## config.mk

```make
export PLATFORM = sky130hd
export DESIGN_NAME = cordic_vector
export DESIGN_NICKNAME = d
export VERILOG_FILES = /design/src/rtl/cordic_pkg.sv /design/src/rtl/cordic_vec_stage.sv /design/src/rtl/cordic_vector.sv
export SDC_FILE = /design/constraint.sdc
export NUM_CORES = 2
export LEC_CHECK = 0
export CAP_MARGIN = 15
export CORE_MARGIN = 2
export CORE_UTILIZATION = 45
export CTS_BUF_LIST = sky130_fd_sc_hd__clkbuf_2
export DETAILED_ROUTE_END_ITERATION = 7
export HOLD_SLACK_MARGIN = 0.03
export PLACE_DENSITY = 0.63
export SLEW_MARGIN = 15
export SYNTH_ARGS = -nofsm -noshare
export SYNTH_HDL_FRONTEND = slang
export SYNTH_SLANG_ARGS = --single-unit
```

## constraint.sdc

```tcl
create_clock -name clock -period 19.1 [get_ports clock]
set_input_delay 2.865 -clock clock [delete_from_list [all_inputs] [get_ports clock]]
set_output_delay 2.865 -clock clock [all_outputs]
set_load 0.01 [all_outputs]
```

## src/rtl/cordic_pkg.sv

```systemverilog
// Shared constants, FSM state type and the gain-compensation multiplier for the vectoring CORDIC.
// All fixed-point constants assume the default 22-bit input width.
package cordic_pkg;

    localparam int CORDIC_MAX_ITER = 16;

    localparam logic [21:0] PI_Q420      = 22'd3294199;
    localparam logic [21:0] HALF_PI_Q420 = 22'd1647099;
    localparam logic [21:0] K_Q220       = 22'b0010011011011101001110;

    // pi in Q3.19 has the same integer value as pi/2 in Q4.20
    localparam int ANGLE_LIM_Q319 = int'(HALF_PI_Q420);

    localparam logic signed [23:0] ATAN_TABLE [0:CORDIC_MAX_ITER-1] = '{
        24'sd823550, 24'sd486170, 24'sd256879, 24'sd130396,
        24'sd65451,  24'sd32757,  24'sd16383,  24'sd8192,
        24'sd4096,   24'sd2048,   24'sd1024,   24'sd512,
        24'sd256,    24'sd128,    24'sd64,     24'sd32
    };

    typedef enum logic [1:0] {
        IDLE = 2'd0,
        LOAD = 2'd1,
        RUN  = 2'd2,
        COMP = 2'd3
    } state_t;

    // Exact x * K_Q220 built from shifted copies of x; x is non-negative here.
    function automatic logic [46:0] mul_k(input logic [24:0] x);
        logic [46:0] acc;
        acc = '0;
        for (int b = 0; b < 22; b++) begin
            if (K_Q220[b]) acc = acc + (47'(x) << b);
        end
        return acc;
    endfunction

endpackage

```

## src/rtl/cordic_vec_stage.sv

```systemverilog
// One combinational vectoring micro-rotation: drives y towards zero and accumulates the angle in z.
// Zero latency; no handshake, it sits between the iteration registers.
module cordic_vec_stage
    import cordic_pkg::*;
#(
    parameter int XW  = 25,
    parameter int ZW  = 24,
    parameter int SHW = 4
) (
    input  logic signed [XW-1:0]  x,
    input  logic signed [XW-1:0]  y,
    input  logic signed [ZW-1:0]  z,
    input  logic        [SHW-1:0] shift,
    output logic signed [XW-1:0]  x_next,
    output logic signed [XW-1:0]  y_next,
    output logic signed [ZW-1:0]  z_next
);

    logic signed [XW-1:0] x_sh;
    logic signed [XW-1:0] y_sh;
    logic signed [ZW-1:0] step;

    assign x_sh = x >>> shift;
    assign y_sh = y >>> shift;
    assign step = ZW'(ATAN_TABLE[shift]);

    always_comb begin
        if (y[XW-1]) begin
            x_next = x - y_sh;
            y_next = y + x_sh;
            z_next = z - step;
        end else begin
            x_next = x + y_sh;
            y_next = y - x_sh;
            z_next = z + step;
        end
    end

endmodule

```

## src/rtl/cordic_vector.sv

```systemverilog
// Vectoring CORDIC returning atan2(y,x) and magnitude; done 2+ITER/ITER_PER_CYCLE cycles after start (+1 with CORDIC_VEC_GAIN_COMP_EN).
// No backpressure: start is ignored while busy, results are held until the next done.
module cordic_vector
    import cordic_pkg::*;
#(
    parameter int WIDTH          = 22,
    parameter int ITER           = 16,
    parameter int ITER_PER_CYCLE = 4
) (
    input  logic                    clock,
    input  logic                    reset,
    input  logic                    start,
    input  logic signed [WIDTH-1:0] x_in,
    input  logic signed [WIDTH-1:0] y_in,
    output logic                    busy,
    output logic                    done,
    output logic signed [WIDTH-1:0] angle_out,
    output logic        [WIDTH+1:0] mag_out
);

    localparam int XW   = WIDTH + 3;
    localparam int ZW   = WIDTH + 2;
    localparam int NCYC = ITER / ITER_PER_CYCLE;
    localparam int CW   = $clog2(NCYC + 1);
    localparam int SHW  = $clog2(ITER);

    state_t               state;
    logic [CW-1:0]        cnt;
    logic signed [XW-1:0] x_r;
    logic signed [XW-1:0] y_r;
    logic signed [ZW-1:0] z_r;
    logic                 zero_r;

    logic signed [XW-1:0] xs  [0:ITER_PER_CYCLE];
    logic signed [XW-1:0] ys  [0:ITER_PER_CYCLE];
    logic signed [ZW-1:0] zs  [0:ITER_PER_CYCLE];
    logic [SHW-1:0]       idx [0:ITER_PER_CYCLE-1];

    assign xs[0] = x_r;
    assign ys[0] = y_r;
    assign zs[0] = z_r;

    for (genvar k = 0; k < ITER_PER_CYCLE; k++) begin : g_stage
        assign idx[k] = SHW'(32'(cnt) * ITER_PER_CYCLE + k);
        cordic_vec_stage #(.XW(XW), .ZW(ZW), .SHW(SHW)) u_stage (
            .x      (xs[k]),
            .y      (ys[k]),
            .z      (zs[k]),
            .shift  (idx[k]),
            .x_next (xs[k+1]),
            .y_next (ys[k+1]),
            .z_next (zs[k+1])
        );
    end

    // Round half-up Q4.20 -> Q3.19, then clamp to +/-pi so the angle never wraps.
    logic signed [ZW:0]      z_inc;
    logic signed [ZW-1:0]    z_half;
    logic signed [WIDTH-1:0] angle_n;

    assign z_inc  = (ZW+1)'(z_r) + (ZW+1)'(1);
    assign z_half = ZW'(z_inc >>> 1);

    always_comb begin
        angle_n = WIDTH'(z_half);
        if (zero_r)                         angle_n = '0;
        else if (z_half > ANGLE_LIM_Q319)   angle_n = WIDTH'(ANGLE_LIM_Q319);
        else if (z_half < -ANGLE_LIM_Q319)  angle_n = WIDTH'(-ANGLE_LIM_Q319);
    end

`ifdef CORDIC_VEC_GAIN_COMP_EN
    logic [WIDTH+1:0] mag_n;
    assign mag_n = (WIDTH+2)'(mul_k(x_r) >> 20);
`endif

    always_ff @(posedge clock or negedge reset) begin
        if (!reset) begin
            state     <= IDLE;
            cnt       <= '0;
            x_r       <= '0;
            y_r       <= '0;
            z_r       <= '0;
            zero_r    <= 1'b0;
            busy      <= 1'b0;
            done      <= 1'b0;
            angle_out <= '0;
            mag_out   <= '0;
        end else begin
            done <= 1'b0;
            case (state)
                IDLE: begin
                    if (start) begin
                        x_r    <= XW'(x_in);
                        y_r    <= XW'(y_in);
                        z_r    <= '0;
                        zero_r <= (x_in == '0) && (y_in == '0);
                        cnt    <= '0;
                        busy   <= 1'b1;
                        state  <= LOAD;
                    end
                end
                LOAD: begin
                    // Left half-plane: rotate by pi so the iterations only see x >= 0.
                    if (x_r[XW-1]) begin
                        x_r <= -x_r;
                        y_r <= -y_r;
                        z_r <= y_r[XW-1] ? -ZW'(PI_Q420) : ZW'(PI_Q420);
                    end else begin
                        z_r <= '0;
                    end
                    state <= RUN;
                end
                RUN: begin
                    if (cnt == CW'(NCYC)) begin
`ifdef CORDIC_VEC_GAIN_COMP_EN
                        state <= COMP;
`else
                        angle_out <= angle_n;
                        mag_out   <= x_r[ZW-1:0];
                        done      <= 1'b1;
                        busy      <= 1'b0;
                        state     <= IDLE;
`endif
                    end else begin
                        x_r <= xs[ITER_PER_CYCLE];
                        y_r <= ys[ITER_PER_CYCLE];
                        z_r <= zs[ITER_PER_CYCLE];
                        cnt <= cnt + CW'(1);
                    end
                end
                COMP: begin
`ifdef CORDIC_VEC_GAIN_COMP_EN
                    angle_out <= angle_n;
                    mag_out   <= mag_n;
                    done      <= 1'b1;
                    busy      <= 1'b0;
`endif
                    state <= IDLE;
                end
                default: state <= IDLE;
            endcase
        end
    end

endmodule

```

== Word level (Yosys, flattened, before mapping) ==
Memory sizes are Yosys's and may differ from the RTL's.
Index checks and enable logic that the tools add are counted.
Storage, ports and cells
  register bits: 128
  latch bits: 0
  memories kept: 4
  output and inout port bits: 48
  bits in read-only memories: 1536
  bits in writable memories: 0
  bits of input ports: 47
Cells by class
  $mul: 0
  equality and inequality tests: 8
  div/mod/pow operators: 0
  magnitude comparators: 6
  $add $sub $neg: 31
  mux-type cells: 47
  shift-type cells: 8
  reductions and logical operators: 13
  bitwise logic cells: 4
Memory list
  (no name shown): depth 16, width 24, rd ports 1, clocked after Yosys merged registers in 0, wr ports 0, line cordic_vec_stage.sv:25  | assign step = ZW'(ATAN_TABLE[shift]);
  (no name shown): depth 16, width 24, rd ports 1, clocked after Yosys merged registers in 0, wr ports 0, line cordic_vec_stage.sv:25
  (no name shown): depth 16, width 24, rd ports 1, clocked after Yosys merged registers in 0, wr ports 0, line cordic_vec_stage.sv:25
  (no name shown): depth 16, width 24, rd ports 1, clocked after Yosys merged registers in 0, wr ports 0, line cordic_vec_stage.sv:25
Operators by type and width (count)
  $mux 24: 16
  $mux 25: 14
  $add 25x25->25: 8
  $sshr 25x4->25: 8
  $sub 25x25->25: 8
  $pmux 25 s3: 2
  $add 24x24->24: 4
  $sub 24x24->24: 4
  $pmux 24 s3: 1
  $mux 22: 3
  $neg 25->25: 2
  $logic_not 22->1: 2
  $add 24x2->25 const B: 1
  $gt 24x22->1 const B: 1
  $lt 24x22->1 const B: 1
  $ge 5x5->1 const B: 4
  $not 4->5: 4
  $reduce_and 3->1: 3
  $add 4x2->4 const B: 2
  $ne 2x2->1 const B: 4
  $pmux 2 s4: 1
  $mux 3: 2
  $pmux 3 s2: 1
  $reduce_and 2->1: 3
  13 further kinds: 18

== Longest topological paths before layout ==
  depth after elaboration: 14
  gate-level depth with buffers: 91
  depth with buffers taken out: 77

== Hierarchy ==
From an unflattened synthesis, not the netlist that was laid out.
Unflattened totals
  cells, all modules: 5200
  area, all modules: 40677.8 µm²
By module, submodules not included
  cordic_vec_stage (g_stage[3].u_stage): instances 1, area each 8179.1 µm², seq. area each 0.0 µm², cells an instance 1026
  cordic_vector: instances 1, area each 8157.8 µm², seq. area each 3203.1 µm², cells an instance 1001
  cordic_vec_stage (g_stage[2].u_stage): instances 1, area each 8155.3 µm², seq. area each 0.0 µm², cells an instance 1078
  cordic_vec_stage (g_stage[0].u_stage): instances 1, area each 8092.8 µm², seq. area each 0.0 µm², cells an instance 1027
  cordic_vec_stage (g_stage[1].u_stage): instances 1, area each 8092.8 µm², seq. area each 0.0 µm², cells an instance 1068

== Worst setup path after synthesis ==
Ideal clock, no wire load.
  path kind: flip-flop to flip-flop
  from: register cnt[1]
  to: register x_r[22]
  data arrival time: 18340 ps
  period minus slack after synthesis: 18436 ps
  slack: 664 ps
  library setup time: 95 ps
  cell stages (with the launch flop): 88
  buffers on the path: 17
  data required time: 19005 ps
  cells stage by stage: dfrtp_1 > buf_2 > buf_4 > buf_6 > buf_6 > buf_2 > buf_1 > clkbuf_1 > buf_2 > buf_2 > buf_2 > buf_1 > clkbuf_1 > buf_1 > mux4_2 > inv_1 > ha_1 > inv_1 > [52 not listed] > a21o_1 > a21oi_1 > o21ai_0 > a21oi_1 > o21ai_0 > a21oi_1 > nand2b_1 > a21boi_0 > o41ai_1 > o311a_1 > a21oi_1 > a41o_1 > o21ai_0 > nand2b_1 > a21oi_1 > xnor2_1 > a21oi_1 > o31ai_1
On the way
  word-level cells in the longest chain between the ends: 14
  elaborated cells between the ends (all ways): 36
Ends and longest elaborated chain
  start, declared: line cordic_vector.sv:28  | logic [CW-1:0] cnt;
  start signal, assigned: line cordic_vector.sv:128  | cnt <= cnt + CW'(1);
  $sshr 25x4->25: line cordic_vec_stage.sv:23  | assign x_sh = x >>> shift;
  $sub 25x25->25 / $add 25x25->25 (equally long branches): line cordic_vec_stage.sv:34, cordic_vec_stage.sv:30
  $mux 25: line cordic_vec_stage.sv:28  | if (y[XW-1]) begin
  $sshr 25x4->25: line cordic_vec_stage.sv:24  | assign y_sh = y >>> shift;
  $add 25x25->25 / $sub 25x25->25 (equally long branches): line cordic_vec_stage.sv:33, cordic_vec_stage.sv:29
  $mux 25: line cordic_vec_stage.sv:28
  $sshr 25x4->25: line cordic_vec_stage.sv:23
  $sub 25x25->25 / $add 25x25->25 (equally long branches): line cordic_vec_stage.sv:34, cordic_vec_stage.sv:30
  $mux 25: line cordic_vec_stage.sv:28
  $sshr 25x4->25: line cordic_vec_stage.sv:24
  $add 25x25->25 / $sub 25x25->25 (equally long branches): line cordic_vec_stage.sv:33, cordic_vec_stage.sv:29
  $mux 25: line cordic_vec_stage.sv:28
  $mux 25: line cordic_vector.sv:114  | if (cnt == CW'(NCYC)) begin
  $pmux 25 s3: line cordic_vector.sv:90  | case (state)
  end signal, assigned: line cordic_vector.sv:93  | x_r <= XW'(x_in);
  end signal, assigned: line cordic_vector.sv:105  | x_r <= -x_r;
  end signal, assigned: line cordic_vector.sv:125  | x_r <= xs[ITER_PER_CYCLE];
  end, declared: line cordic_vector.sv:29  | logic signed [XW-1:0] x_r;
Several ways; a longest one is shown, not always the timed one. The select of a mux whose other input is x is not followed.
A chain may end at the register's enable or synchronous reset.

== Worst setup path in the final report ==
  from: register cnt[0]
  to: register y_r[23]
On the way
  word-level cells in the longest chain between the ends: 14
  elaborated cells between the ends (all ways): 36
Ends and longest elaborated chain
  $sshr 25x4->25: line cordic_vec_stage.sv:24
  $add 25x25->25 / $sub 25x25->25 (equally long branches): line cordic_vec_stage.sv:33, cordic_vec_stage.sv:29
  $mux 25: line cordic_vec_stage.sv:28
  $sshr 25x4->25: line cordic_vec_stage.sv:23
  $sub 25x25->25 / $add 25x25->25 (equally long branches): line cordic_vec_stage.sv:34, cordic_vec_stage.sv:30
  $mux 25: line cordic_vec_stage.sv:28
  $sshr 25x4->25: line cordic_vec_stage.sv:24
  $add 25x25->25 / $sub 25x25->25 (equally long branches): line cordic_vec_stage.sv:33, cordic_vec_stage.sv:29
  $mux 25: line cordic_vec_stage.sv:28
  $sshr 25x4->25: line cordic_vec_stage.sv:23
  $sub 25x25->25 / $add 25x25->25 (equally long branches): line cordic_vec_stage.sv:34, cordic_vec_stage.sv:30
  $mux 25: line cordic_vec_stage.sv:28
  $mux 25: line cordic_vector.sv:114
  $pmux 25 s3: line cordic_vector.sv:90
  end signal, assigned: line cordic_vector.sv:94  | y_r <= XW'(y_in);
  end signal, assigned: line cordic_vector.sv:106  | y_r <= -y_r;
  end signal, assigned: line cordic_vector.sv:126  | y_r <= ys[ITER_PER_CYCLE];
  end, declared: line cordic_vector.sv:30  | logic signed [XW-1:0] y_r;
Several ways; a longest one is shown, not always the timed one. The select of a mux whose other input is x is not followed.

==> flow_metrics.tcl <==
set metrics [dict create \
    status "finished, final reports clean" \
    dr.pass1.iters 6 \
    syn_inst 4342 \
    wirelength_met1_um 54800 \
    cap_violations 0 \
    initial_core_util_pct 45.6 \
    cts_hold_buf 0 \
    rsz0062_at_grt "no" \
    cpPeakStageDelay_ns 0.71 \
    max_freq_mhz 56.2 \
    synth_top_cell_by_area "ha_1" \
    cp.arrival_ns 18.51 \
    drc 0 \
    routed.top_layer "met4" \
    cts_tree "done" \
    grt_max_degree 146 \
    r2r_slack_ns 1.30 \
    multi_input_area_um2 26000 \
    numCtsBuffers 17 \
    hp-start "mag_out[16]" \
    ios 95 \
    clk_latency_ns 0.77 \
    worstSetupEndpointType "flip-flop" \
    design_area_um2 32800 \
    fin_setup_tns_ns 0 \
    track_usage_pct 34.2 \
    wl_per_cell_um 23.9 \
    synthFlopType "dfrtp_1" \
    cp.required_ns 19.81 \
    hold_path_class "flip-flop to flip-flop" \
    drive_above_1_share_pct 6.09 \
    vias 33634 \
    detail-route-antenna-nets 0 \
    io_buffers 94 \
    ys.warnings.count 0 \
    post-route-min-period_ns 17.80 \
    syn_avg_cell_area_um2 7.07 \
    cpMostUsedCell "a21oi_1" \
    cts_sinks 128 \
    holdPathStages 2 \
    dr_wl_met3_um 12800 \
    grt_antenna_before_repair 2 \
    place_hpwl_um 99500 \
    synth-async-reset-ratio_pct 100 \
    area_growth_pct 6.70 \
    vias_per_cell 6.49 \
    synth_top_area_share_pct 12.6 \
    timing.slew.headroom_pct 11.2 \
    maxSlewViolCount 0 \
    reg2regPathDepth 64 \
    synth_fp_nets 4708 \
    cts.reportedPaths.clkPinSlew_ns 0.26 \
    rows 95 \
    ys_types 112 \
    setup_viol 0 \
    slowest_stage "nor4b_1" \
    synth_area_leaders "ha_1, dfrtp_1, xnor2_1" \
    gp_congestion 1.00 \
    placed_area_um2 32400 \
    regArea_um2 3210 \
    synth_edf_count 0 \
    startpoint_type "flip-flop" \
    synth_seq_cells 128 \
    finalCritPeriodShare_pct 93.2 \
    nFillCells 6816 \
    clock_skew_ns 0.0610 \
    first_iter_violations 4071 \
    max_slew.worst_pin.slew_ns 1.32 \
    grt_pass1_vias 30184 \
    rr_startpoint "cnt[0]" \
    dr_wl_met2_um 50800 \
    die_area_um2 70300 \
    critical_path_class "flip-flop to flip-flop" \
    core_um2 67400 \
    clock_path_buffers 2 \
    die_w_um 265 \
    nets 4658 \
    cts_root_buffer "clkbuf_2" \
    die_h_um 265 \
    cts_max_level 4 \
    reg2reg_to "y_r[23]" \
    final_hold_viol_count 0 \
    overflow 0 \
    hold_end "mag_out[16]" \
    critPathMaxFanout 19 \
    syn_area_um2 30700 \
    grt_pass1_wl_um 188000 \
    synth-seq-area-share_pct 10.4 \
    wirelength_um 124000 \
]
==> layout by cell type, fill, tap and decap left out, types with 77 or more instances in the layout <==
| cell | instances |
|---|---|
| a21oi_1 | 357 |
| clkdlybuf4s50_1 | 93 |
| dfrtp_1 | 125 |
| ha_1 | 306 |
| inv_1 | 179 |
| mux2i_1 | 77 |
| nand2_1 | 481 |
| nand3_1 | 110 |
| nor2_1 | 398 |
| nor3_1 | 139 |
| o21ai_0 | 407 |
| xnor2_1 | 234 |
| xor2_1 | 163 |
==> layout make-up <==
cell class / instances / area share, %
flip-flops and latches: 128 / 9.80
clock buffers: 17 / 0.260
well taps: 873 / 3.33
repair buffers: 159 / 4.54
diodes: 1 / 0.00764
inverters: 184 / 2.12
multi-input cells: 3802 / 79.4
clock inverters: 15 / 0.493
==> synth_stat cells, drive strengths merged (34+ instances only) <==
cell type	instances
nand3	111
a21oi	358
o221ai	36
or3	43
mux4	36
nor3	142
mux2i	77
o21bai	46
dfrtp	128
nor2b	46
and2	49
o211ai	49
nand2b	37
nor4	39
inv	180
nor2	401
o31ai	34
a31oi	47
clkbuf	172
o21ai	413
and3	45
ha	308
xnor2	237
xor2	168
nand2	482
buf	56
a211oi	45
o21a	53
a21o	68
==> layer usage <==
layer	vias to the layer above	GRT usage, %
li1	15801	-
met3	274	6.14
met5	-	0
met1	15724	49.4
met2	1835	50.1
met4	0	13.2
==> sequential cells by signal, summed over array words and instances (netlist names) <==
name	flops
angle_out	22
busy	1
cnt	3
done	1
mag_out	24
state	2
x_r	25
y_r	25
z_r	24
zero_r	1
==> critical path, delay by kind of cell (launching register included) <==
| family | cells | cell delay (ns) |
|---|---|---|
| XOR/XNOR | 6 | 1.65 |
| buffers and inverters | 4 | 0.34 |
| AO/OA/AOI/OAI | 28 | 7.06 |
| multiplexers | 4 | 1.79 |
| adder cells (fa/ha/maj) | 7 | 2.29 |
| flip-flops | 1 | 0.70 |
| AND/OR/NAND/NOR | 15 | 3.94 |
==> worst max-delay path by stage <==
stage | from | to | slack [ns] | cells past startpoint
2_1_floorplan | cnt[1] | x_r[22] | 0.66 | 87
3_3_place_gp | cnt[0] | y_r[23] | 1.46 | 72
3_5_place_dp | cnt[0] | y_r[23] | 1.15 | 74
4_1_cts | cnt[0] | y_r[23] | 1.13 | 74
5_1_grt | cnt[0] | y_r[18] | 0.05 | 67
6_report | cnt[0] | y_r[23] | 1.30 | 64
==> metrics by stage <==
step	setup slack (ns)	hold slack [ns]	instances	util [%]
finish	1.30	0.507	5179	48.6
global placement	1.46	0.460	5144	48.1
floorplan	0.664	0.482	4342	-
global route	0.0493	0.531	5179	48.6
detailed placement	1.15	0.464	5144	48.1
CTS	1.13	0.509	5176	48.5
==> logic make-up after synthesis <==
kind of cell | Yosys count | share of synthesized area (%)
buffers and inverters | 412 | 5.23
muxes | 146 | 6.36
DFF | 128 | 10.4
and+or+nand+nor | 1520 | 23.5
AOI/OAI and AO/OA | 1410 | 29.3
adders and majority gates | 319 | 13.3
xor gates and xnor gates | 407 | 11.8
==> repair_timing <==
item / 4_1_cts / 5_1_grt
setup buffers: 0 / 2
resized for setup: 0 / 3
endpoints found under the hold margin: 0 / 0
endpoints found under the setup margin: 0 / 24
Power is not shown: default switching activity piles up to over one toggle a cycle in this logic, so the estimate is an artifact.
